**src/rtl/butterfly_sequencer_pkg.sv**
```systemverilog
// rtl/butterfly_sequencer_pkg.sv - shared types and constants for the butterfly sequencer
// Holds the sequencer FSM state type, the complex-word field boundaries
// ({real[63:32], imag[31:0]}) and the per-component scaling helper.
package butterfly_sequencer_pkg;

  typedef enum logic [1:0] {
    IDLE,
    ISSUE,
    DRAIN
  } seq_state_t;

  localparam int REAL_MSB = 63;
  localparam int IMAG_MSB = 31;

  // Arithmetic shift right by one on each 32-bit component independently,
  // so the sign of the imaginary part never leaks into the real part.
  function automatic logic [REAL_MSB:0] scale_word(input logic [REAL_MSB:0] w);
    logic signed [REAL_MSB-IMAG_MSB-1:0] re;
    logic signed [IMAG_MSB:0]            im;
    re = w[REAL_MSB:IMAG_MSB+1];
    im = w[IMAG_MSB:0];
    return {re >>> 1, im >>> 1};
  endfunction

endpackage

```
**src/rtl/butterfly_sequencer_if.sv**
```systemverilog
// rtl/butterfly_sequencer_if.sv - control, memory, twiddle and butterfly bus of the sequencer
// Ports (all carried as interface signals):
//   start/busy/done                     run control
//   rd_en, rd_addr_a/b, rd_data_a/b     data memory read (1-cycle latency)
//   tw_addr, tw_data                    twiddle ROM (1-cycle latency)
//   bf_a, bf_b, bf_tw, bf_a_res/b_res   butterfly operands and results
//   wr_en, wr_addr_a/b, wr_data_a/b     data memory write-back
// master = sequencer side, slave = memory/butterfly/controller side.
interface butterfly_sequencer_if #(
  parameter int LOG2N = 3
);
  import butterfly_sequencer_pkg::*;

  logic                 start;
  logic                 busy;
  logic                 done;
  logic                 rd_en;
  logic [LOG2N-1:0]     rd_addr_a;
  logic [LOG2N-1:0]     rd_addr_b;
  logic [REAL_MSB:0]    rd_data_a;
  logic [REAL_MSB:0]    rd_data_b;
  logic [LOG2N-2:0]     tw_addr;
  logic [IMAG_MSB:0]    tw_data;
  logic [REAL_MSB:0]    bf_a;
  logic [REAL_MSB:0]    bf_b;
  logic [IMAG_MSB:0]    bf_tw;
  logic [REAL_MSB:0]    bf_a_res;
  logic [REAL_MSB:0]    bf_b_res;
  logic                 wr_en;
  logic [LOG2N-1:0]     wr_addr_a;
  logic [LOG2N-1:0]     wr_addr_b;
  logic [REAL_MSB:0]    wr_data_a;
  logic [REAL_MSB:0]    wr_data_b;

  modport master (
    input  start, rd_data_a, rd_data_b, tw_data, bf_a_res, bf_b_res,
    output busy, done, rd_en, rd_addr_a, rd_addr_b, tw_addr,
           bf_a, bf_b, bf_tw, wr_en, wr_addr_a, wr_addr_b, wr_data_a, wr_data_b
  );

  modport slave (
    output start, rd_data_a, rd_data_b, tw_data, bf_a_res, bf_b_res,
    input  busy, done, rd_en, rd_addr_a, rd_addr_b, tw_addr,
           bf_a, bf_b, bf_tw, wr_en, wr_addr_a, wr_addr_b, wr_data_a, wr_data_b
  );

endinterface

```
**src/rtl/seq_tag_delay.sv**
```systemverilog
// rtl/seq_tag_delay.sv - fixed-depth shift register for read tags, async clear
// Ports: clk, rst (async, active-high, clears every stage),
//        din [WIDTH] in, dout [WIDTH] = din delayed by DEPTH cycles.
module seq_tag_delay #(
  parameter int WIDTH = 8,
  parameter int DEPTH = 9
) (
  input  logic             clk,
  input  logic             rst,
  input  logic [WIDTH-1:0] din,
  output logic [WIDTH-1:0] dout
);

  logic [WIDTH-1:0] stage_q [DEPTH];

  always_ff @(posedge clk or posedge rst) begin
    if (rst) begin
      for (int i = 0; i < DEPTH; i++) stage_q[i] <= '0;
    end else begin
      stage_q[0] <= din;
      for (int i = 1; i < DEPTH; i++) stage_q[i] <= stage_q[i-1];
    end
  end

  assign dout = stage_q[DEPTH-1];

endmodule

```
**src/rtl/butterfly_sequencer.sv**
```systemverilog
// rtl/butterfly_sequencer.sv - in-place radix-2 FFT butterfly address/issue sequencer
// Ports: clk, rst (async, active-high), bus (butterfly_sequencer_if.master).
// Parameters: LOG2N (N = 2^LOG2N points, >= 2), BF_LATENCY (butterfly cycles, >= 1).
// Optional macro BUTTERFLY_SEQ_SCALE_EN: halve each result component on write-back.
module butterfly_sequencer #(
  parameter int LOG2N      = 3,
  parameter int BF_LATENCY = 8
) (
  input  logic                   clk,
  input  logic                   rst,
  butterfly_sequencer_if.master  bus
);
  import butterfly_sequencer_pkg::*;

  localparam int N      = 1 << LOG2N;
  localparam int HALF_N = N / 2;
  localparam int PIPE   = 1 + BF_LATENCY;
  localparam int JW     = LOG2N - 1;
  localparam int SW     = (LOG2N > 1) ? $clog2(LOG2N) : 1;
  localparam int CW     = $clog2(PIPE);
  localparam int TAG_W  = 1 + 2 * LOG2N;

  function automatic logic [LOG2N-1:0] addr_a_of(input int unsigned j, input int unsigned s);
    return LOG2N'(((j >> s) << (s + 1)) + (j & ((32'd1 << s) - 1)));
  endfunction

  function automatic logic [LOG2N-1:0] addr_b_of(input int unsigned j, input int unsigned s);
    return LOG2N'(((j >> s) << (s + 1)) + (j & ((32'd1 << s) - 1)) + (32'd1 << s));
  endfunction

  function automatic logic [JW-1:0] tw_of(input int unsigned j, input int unsigned s);
    return JW'((j & ((32'd1 << s) - 1)) << (LOG2N - 1 - s));
  endfunction

  seq_state_t         state_q;
  logic [JW-1:0]      j_q;
  logic [SW-1:0]      s_q;
  logic [CW-1:0]      drain_q;
  logic               busy_q, done_q, rd_en_q;
  logic [LOG2N-1:0]   rd_addr_a_q, rd_addr_b_q;
  logic [JW-1:0]      tw_addr_q;

  // Index of the butterfly that would be issued on the next edge; addresses
  // are precomputed from it so the read request leaves a register.
  logic [JW-1:0]      cand_j;
  logic [SW-1:0]      cand_s;
  logic [LOG2N-1:0]   addr_a_n, addr_b_n;
  logic [JW-1:0]      tw_n;

  always_comb begin
    cand_j = '0;
    cand_s = '0;
    if (state_q == ISSUE) begin
      cand_j = j_q + 1'b1;
      cand_s = s_q;
    end else if (state_q == DRAIN) begin
      cand_s = s_q + 1'b1;
    end
    addr_a_n = addr_a_of(32'(cand_j), 32'(cand_s));
    addr_b_n = addr_b_of(32'(cand_j), 32'(cand_s));
    tw_n     = tw_of(32'(cand_j), 32'(cand_s));
  end

  always_ff @(posedge clk or posedge rst) begin
    if (rst) begin
      state_q     <= IDLE;
      j_q         <= '0;
      s_q         <= '0;
      drain_q     <= '0;
      busy_q      <= 1'b0;
      done_q      <= 1'b0;
      rd_en_q     <= 1'b0;
      rd_addr_a_q <= '0;
      rd_addr_b_q <= '0;
      tw_addr_q   <= '0;
    end else begin
      done_q <= 1'b0;
      case (state_q)
        IDLE: begin
          // done_q is high in the completion cycle; a start seen then is dropped.
          if (bus.start && !done_q) begin
            state_q     <= ISSUE;
            j_q         <= '0;
            s_q         <= '0;
            busy_q      <= 1'b1;
            rd_en_q     <= 1'b1;
            rd_addr_a_q <= addr_a_n;
            rd_addr_b_q <= addr_b_n;
            tw_addr_q   <= tw_n;
          end
        end
        ISSUE: begin
          if (j_q == JW'(HALF_N - 1)) begin
            state_q <= DRAIN;
            drain_q <= '0;
            rd_en_q <= 1'b0;
          end else begin
            j_q         <= cand_j;
            rd_addr_a_q <= addr_a_n;
            rd_addr_b_q <= addr_b_n;
            tw_addr_q   <= tw_n;
          end
        end
        DRAIN: begin
          // Wait out the full read+butterfly pipe so the next stage never
          // reads a location whose write-back is still in flight.
          if (drain_q == CW'(PIPE - 1)) begin
            if (s_q == SW'(LOG2N - 1)) begin
              state_q <= IDLE;
              busy_q  <= 1'b0;
              done_q  <= 1'b1;
            end else begin
              state_q     <= ISSUE;
              j_q         <= '0;
              s_q         <= cand_s;
              rd_en_q     <= 1'b1;
              rd_addr_a_q <= addr_a_n;
              rd_addr_b_q <= addr_b_n;
              tw_addr_q   <= tw_n;
            end
          end else begin
            drain_q <= drain_q + 1'b1;
          end
        end
        default: state_q <= IDLE;
      endcase
    end
  end

  logic [TAG_W-1:0] tag_out;

  seq_tag_delay #(
    .WIDTH (TAG_W),
    .DEPTH (PIPE)
  ) u_tag_delay (
    .clk  (clk),
    .rst  (rst),
    .din  ({rd_en_q, rd_addr_a_q, rd_addr_b_q}),
    .dout (tag_out)
  );

  assign bus.busy      = busy_q;
  assign bus.done      = done_q;
  assign bus.rd_en     = rd_en_q;
  assign bus.rd_addr_a = rd_addr_a_q;
  assign bus.rd_addr_b = rd_addr_b_q;
  assign bus.tw_addr   = tw_addr_q;

  assign bus.bf_a  = bus.rd_data_a;
  assign bus.bf_b  = bus.rd_data_b;
  assign bus.bf_tw = bus.tw_data;

  assign bus.wr_en     = tag_out[TAG_W-1];
  assign bus.wr_addr_a = tag_out[2*LOG2N-1:LOG2N];
  assign bus.wr_addr_b = tag_out[LOG2N-1:0];

`ifdef BUTTERFLY_SEQ_SCALE_EN
  assign bus.wr_data_a = scale_word(bus.bf_a_res);
  assign bus.wr_data_b = scale_word(bus.bf_b_res);
`else
  assign bus.wr_data_a = bus.bf_a_res;
  assign bus.wr_data_b = bus.bf_b_res;
`endif

endmodule

```
**src/flat_wrapper.sv**
```systemverilog
// flat-port wrapper written by rule: the top's interface ports become plain ports
module butterfly_sequencer_flat import butterfly_sequencer_pkg::*;
#(
  parameter int LOG2N      = 3,
  parameter int BF_LATENCY = 8
)
  (clk, rst, bus_start, bus_rd_data_a, bus_rd_data_b, bus_tw_data, bus_bf_a_res, bus_bf_b_res, bus_busy, bus_done, bus_rd_en, bus_rd_addr_a, bus_rd_addr_b, bus_tw_addr, bus_bf_a, bus_bf_b, bus_bf_tw, bus_wr_en, bus_wr_addr_a, bus_wr_addr_b, bus_wr_data_a, bus_wr_data_b);
  butterfly_sequencer_if #(.LOG2N(LOG2N)) bus_i ();
  input  logic clk;
  input  logic rst;
  input wire logic [$bits(bus_i.start)-1:0] bus_start;
  input wire logic [$bits(bus_i.rd_data_a)-1:0] bus_rd_data_a;
  input wire logic [$bits(bus_i.rd_data_b)-1:0] bus_rd_data_b;
  input wire logic [$bits(bus_i.tw_data)-1:0] bus_tw_data;
  input wire logic [$bits(bus_i.bf_a_res)-1:0] bus_bf_a_res;
  input wire logic [$bits(bus_i.bf_b_res)-1:0] bus_bf_b_res;
  output wire logic [$bits(bus_i.busy)-1:0] bus_busy;
  output wire logic [$bits(bus_i.done)-1:0] bus_done;
  output wire logic [$bits(bus_i.rd_en)-1:0] bus_rd_en;
  output wire logic [$bits(bus_i.rd_addr_a)-1:0] bus_rd_addr_a;
  output wire logic [$bits(bus_i.rd_addr_b)-1:0] bus_rd_addr_b;
  output wire logic [$bits(bus_i.tw_addr)-1:0] bus_tw_addr;
  output wire logic [$bits(bus_i.bf_a)-1:0] bus_bf_a;
  output wire logic [$bits(bus_i.bf_b)-1:0] bus_bf_b;
  output wire logic [$bits(bus_i.bf_tw)-1:0] bus_bf_tw;
  output wire logic [$bits(bus_i.wr_en)-1:0] bus_wr_en;
  output wire logic [$bits(bus_i.wr_addr_a)-1:0] bus_wr_addr_a;
  output wire logic [$bits(bus_i.wr_addr_b)-1:0] bus_wr_addr_b;
  output wire logic [$bits(bus_i.wr_data_a)-1:0] bus_wr_data_a;
  output wire logic [$bits(bus_i.wr_data_b)-1:0] bus_wr_data_b;
  assign bus_i.start = bus_start;
  assign bus_i.rd_data_a = bus_rd_data_a;
  assign bus_i.rd_data_b = bus_rd_data_b;
  assign bus_i.tw_data = bus_tw_data;
  assign bus_i.bf_a_res = bus_bf_a_res;
  assign bus_i.bf_b_res = bus_bf_b_res;
  assign bus_busy = bus_i.busy;
  assign bus_done = bus_i.done;
  assign bus_rd_en = bus_i.rd_en;
  assign bus_rd_addr_a = bus_i.rd_addr_a;
  assign bus_rd_addr_b = bus_i.rd_addr_b;
  assign bus_tw_addr = bus_i.tw_addr;
  assign bus_bf_a = bus_i.bf_a;
  assign bus_bf_b = bus_i.bf_b;
  assign bus_bf_tw = bus_i.bf_tw;
  assign bus_wr_en = bus_i.wr_en;
  assign bus_wr_addr_a = bus_i.wr_addr_a;
  assign bus_wr_addr_b = bus_i.wr_addr_b;
  assign bus_wr_data_a = bus_i.wr_data_a;
  assign bus_wr_data_b = bus_i.wr_data_b;
  butterfly_sequencer #(.LOG2N(LOG2N), .BF_LATENCY(BF_LATENCY)) u_core (.clk(clk), .rst(rst), .bus(bus_i));
endmodule
```
**config.mk**
```make
export PLATFORM = sky130hd
export DESIGN_NAME = butterfly_sequencer_flat
export DESIGN_NICKNAME = d
export VERILOG_FILES = /design/src/rtl/butterfly_sequencer_pkg.sv /design/src/rtl/butterfly_sequencer_if.sv /design/src/rtl/seq_tag_delay.sv /design/src/rtl/butterfly_sequencer.sv /design/src/flat_wrapper.sv
export SDC_FILE = /design/constraint.sdc
export NUM_CORES = 1
export LEC_CHECK = 0
export CAP_MARGIN = 20
export CORE_AREA = 2 2 232 234
export DETAILED_ROUTE_END_ITERATION = 6
export DIE_AREA = 0 0 234 236
export HOLD_SLACK_MARGIN = 0.05
export PLACE_DENSITY_LB_ADDON = 0.1
export REMOVE_ABC_BUFFERS = 1
export SLEW_MARGIN = 20
export SYNTH_ARGS = -nofsm -noshare
export SYNTH_HDL_FRONTEND = slang
export SYNTH_SLANG_ARGS = --single-unit
```
**constraint.sdc**
```tcl
create_clock -name clk -period 7.92 [get_ports clk]
set_input_delay 0.792 -clock clk [delete_from_list [all_inputs] [get_ports clk]]
set_output_delay 0.792 -clock clk [all_outputs]
set_load 0.005 [all_outputs]
```
==> metrics <==
drt initial violations about 420; DIE HEIGHT between 200 and 250 um; via density per instance slightly above 3; CP Launch Type flip-flop; Max stage delay cell, worst path dfrtp_1; fin worst setup slack a little under 4 ns; PortBufs 20; largest net degree at the start of global routing 50; Netlist cell types 42; Critical Path AT roughly 4.3 ns; CP peak stage delay between 0.6 and 0.7 ns; max cap viols 0; largest area contributor in the netlist buf_4; starting density of the core under 10%; post-detail-place hpwl ~90 mm; critical path class flip-flop to flip-flop; Async S/R FF share, synth between 90% and 100%; simple-gate share of the synthesized area 5.556%; CP Cell Sequence nor2b_1 > nor2b_1 > a21o_1 > inv_1 > ha_1 > and2_1 > o211ai_1 > fa_1 > fa_1 > xnor2_1 > xnor3_1 > mux2_4; top_reg_cell synth dfrtp_1; die area 55220 sq um; CTS Sinks 84; gr usage total 33.01%; Setup-failing EPs final 0; post-synthesis xor/xnor area fraction roughly 1.3%; hold depth 0; WP data required around 8.2 ns; Max-slew headroom between 50 and 60%; clk buf depth 2; CP max FO 16; htree depth 3; Final period util approximately 51%; pre-CTS setup slack 3.877 ns; Final ANT Viol Nets 0; initial antenna violation count 0; Hold Crit Start u_core.u_tag_delay.stage_q[46]$_DFF_PP0_; first-pass GRT wire length approximately 99 mm; setup bufs post-CTS 0; Leak 1.595 nW; Initial DRT Pass Iterations 4; Nets between 500 and 600; Post-synth EDFFs 0; CTS Buf Count 9; Post-Synth Adder-Cell Area between 3 and 4%; clock root buffer clkbuf_16; Seq/Total Area, Yosys just over 40%; hold_ws ~0.34 ns; post-synth top area share between 40% and 50%; pwr dens about 340 nW/um^2; synthesized area per cell around 10 sq um; total congestion overflow 0; placed cell areas just under 4000 sq um; PostCTS Resize Cnt 0; status finished, final reports clean; Synthesis Warnings 0; Highest Clock Rate about 250 MHz; antenna cells 0; mux share of post-synthesis cell area 0.8811%; Final Wtd Congestion 0.9634; worst hold path class flip-flop to flip-flop; hold buffers post-CTS 0; Fin Setup TNS 0 ns; post-synthesis compound-gate area fraction around 3.2%; Hold EP u_core.u_tag_delay.stage_q[39]$_DFF_PP0_; Clock transition at path regs ~0.080 ns; clock tree from TritonCTS done; final slew viol count 0; Seq cells post-synth 84; Clock Latency Late Sink 0.36 ns; Setup Skew about 0.01 ns; RSZ-0062 raised after global routing no; Slew @ Worst Pin 0.7187 ns; Final min period 4.072 ns; Detailed Route WL 92.46 mm; via count ~2800; worst reg2reg startpoint u_core.state_q[1]$_DFFE_PP0P_; CP Capture Type flip-flop; design area roughly 4300 sq um; synthesized instance count a little under 500; Reg2Reg Setup Slack a little under 4 ns; Synth area leaders buf_4 43%, dfrtp_1 41%, ha_1 2.4%; CORE AREA roughly 53000 sq um; Fin. Hold Viols 0; WL/cell about 100 um; vias in the first global route between 2000 and 3000; die width 234 um; largest family of logic cells by synthesized area buffers and inverters; synthesized area approximately 5000 sq um; Peak supply drop roughly 90 uV; area growth from synthesis to layout -16.57%; share of layout cells above drive strength 1 11.95%; drt drc 0; reg2reg end u_core.bus.rd_addr_b[2]$_DFFE_PP0P_; # IOs around 600; Worst Reg-to-Reg Cells 12; row count 85
[Yosys cell counts (3+ instances only)]
cell type  number
ha_1           10
dfrtp_1        84
nor2_1          4
buf_4         294
nand3_1        10
nand2b_1        3
nand3b_1        4
xor2_1          4
o21ai_0         7
a21oi_1         5
nand2_1        12
mux2_4          3
inv_1          12
[cell type report]
class,count,area (sq um)
repair buffers,21,207.7
clock buffers,9,225.2
clock inverters,7,88.84
multi-input cells,93,724.4
inverters,12,46.29
fillers,6057,48800
flip-flops and latches,84,2102
well taps,696,870.8
[report_power, final]
part	internal [W]	leakage (nW)	total, W	switching [W]
clock network	0.000254	0.152	0.000474	0.000220
logic	0.000153	0.404	0.000340	0.000187
registers	0.000564	1.04	0.000636	0.0000723
total	0.000971	1.60	0.00145	0.000479
[layer usage]
metal / GRT usage [%] / vias up / wire [um]
met1: 6.585 / 1097 / 6744
met3: 43.91 / 176 / 26250
li1: - / 709 / -
met2: 57.15 / 836 / 45120
met5: 21.52 / - / 1422
met4: 34.79 / 26 / 12920
[cell families after synthesis]
family / after synthesis
buffers and inverters: 311
flip-flops: 84
AND/OR/NAND/NOR: 49
AO/OA/AOI/OAI: 23
adder cells (fa/ha/maj): 12
XOR/XNOR: 6
multiplexers: 3
[how the worst max path moves through the flow]
stage | from | endpoint | cells after the start
detailed placement | u_core.state_q[1]$_DFFE_PP0P_ | u_core.bus.rd_addr_b[2]$_DFFE_PP0P_ | 12
CTS | u_core.state_q[1]$_DFFE_PP0P_ | u_core.bus.rd_addr_b[2]$_DFFE_PP0P_ | 12
global route | u_core.state_q[1]$_DFFE_PP0P_ | u_core.bus.rd_addr_b[2]$_DFFE_PP0P_ | 12
finish | u_core.state_q[1]$_DFFE_PP0P_ | u_core.bus.rd_addr_b[2]$_DFFE_PP0P_ | 12
global placement | u_core.state_q[1]$_DFFE_PP0P_ | u_core.bus.rd_addr_b[2]$_DFFE_PP0P_ | 12
floorplan | u_core.state_q[1]$_DFFE_PP0P_ | u_core.bus.rd_addr_b[2]$_DFFE_PP0P_ | 12
[flip-flops by register name, indices dropped and copies added, names as in the netlist]
name and count:
u_core.bus.busy 1, u_core.bus.done 1, u_core.bus.rd_addr_a 3, u_core.bus.rd_addr_b 3, u_core.bus.rd_en 1, u_core.bus.tw_addr 2, u_core.drain_q 4, u_core.j_q 2
u_core.s_q 2, u_core.state_q 2, u_core.u_tag_delay.dout 7, u_core.u_tag_delay.stage_q 56
[layout by cell type (no fill, tap or decap), drive strengths merged, types with 4 or more instances in the layout]
cell and instances:
dfrtp 84, clkdlybuf4s50 20, inv 16, nand2 12, nand3 10, ha 10
clkbuf 9, o21ai 7, a21oi 5, nand3b 4, nor2 4, xor2 4
[critical path, delay by kind of cell, from the launching register on]
kind	cells	cell delay (ns)
multiplexers	1	0.27
flip-flops	1	0.65
AND/OR/NAND/NOR	3	0.92
adder cells (fa/ha/maj)	3	1.19
buffers and inverters	1	0.08
AO/OA/AOI/OAI	2	0.42
XOR/XNOR	2	0.40
[through the flow]
step	instances	utilization, %	total power (W)
floorplan	189	-	0.0008358
CTS	922	8.037	0.001471
finish	922	8.037	0.001450
global placement	906	7.445	0.0009999
global route	922	8.037	0.001540
detailed placement	906	7.445	0.0009914
Note: power is estimated with default switching activity, not from simulation.
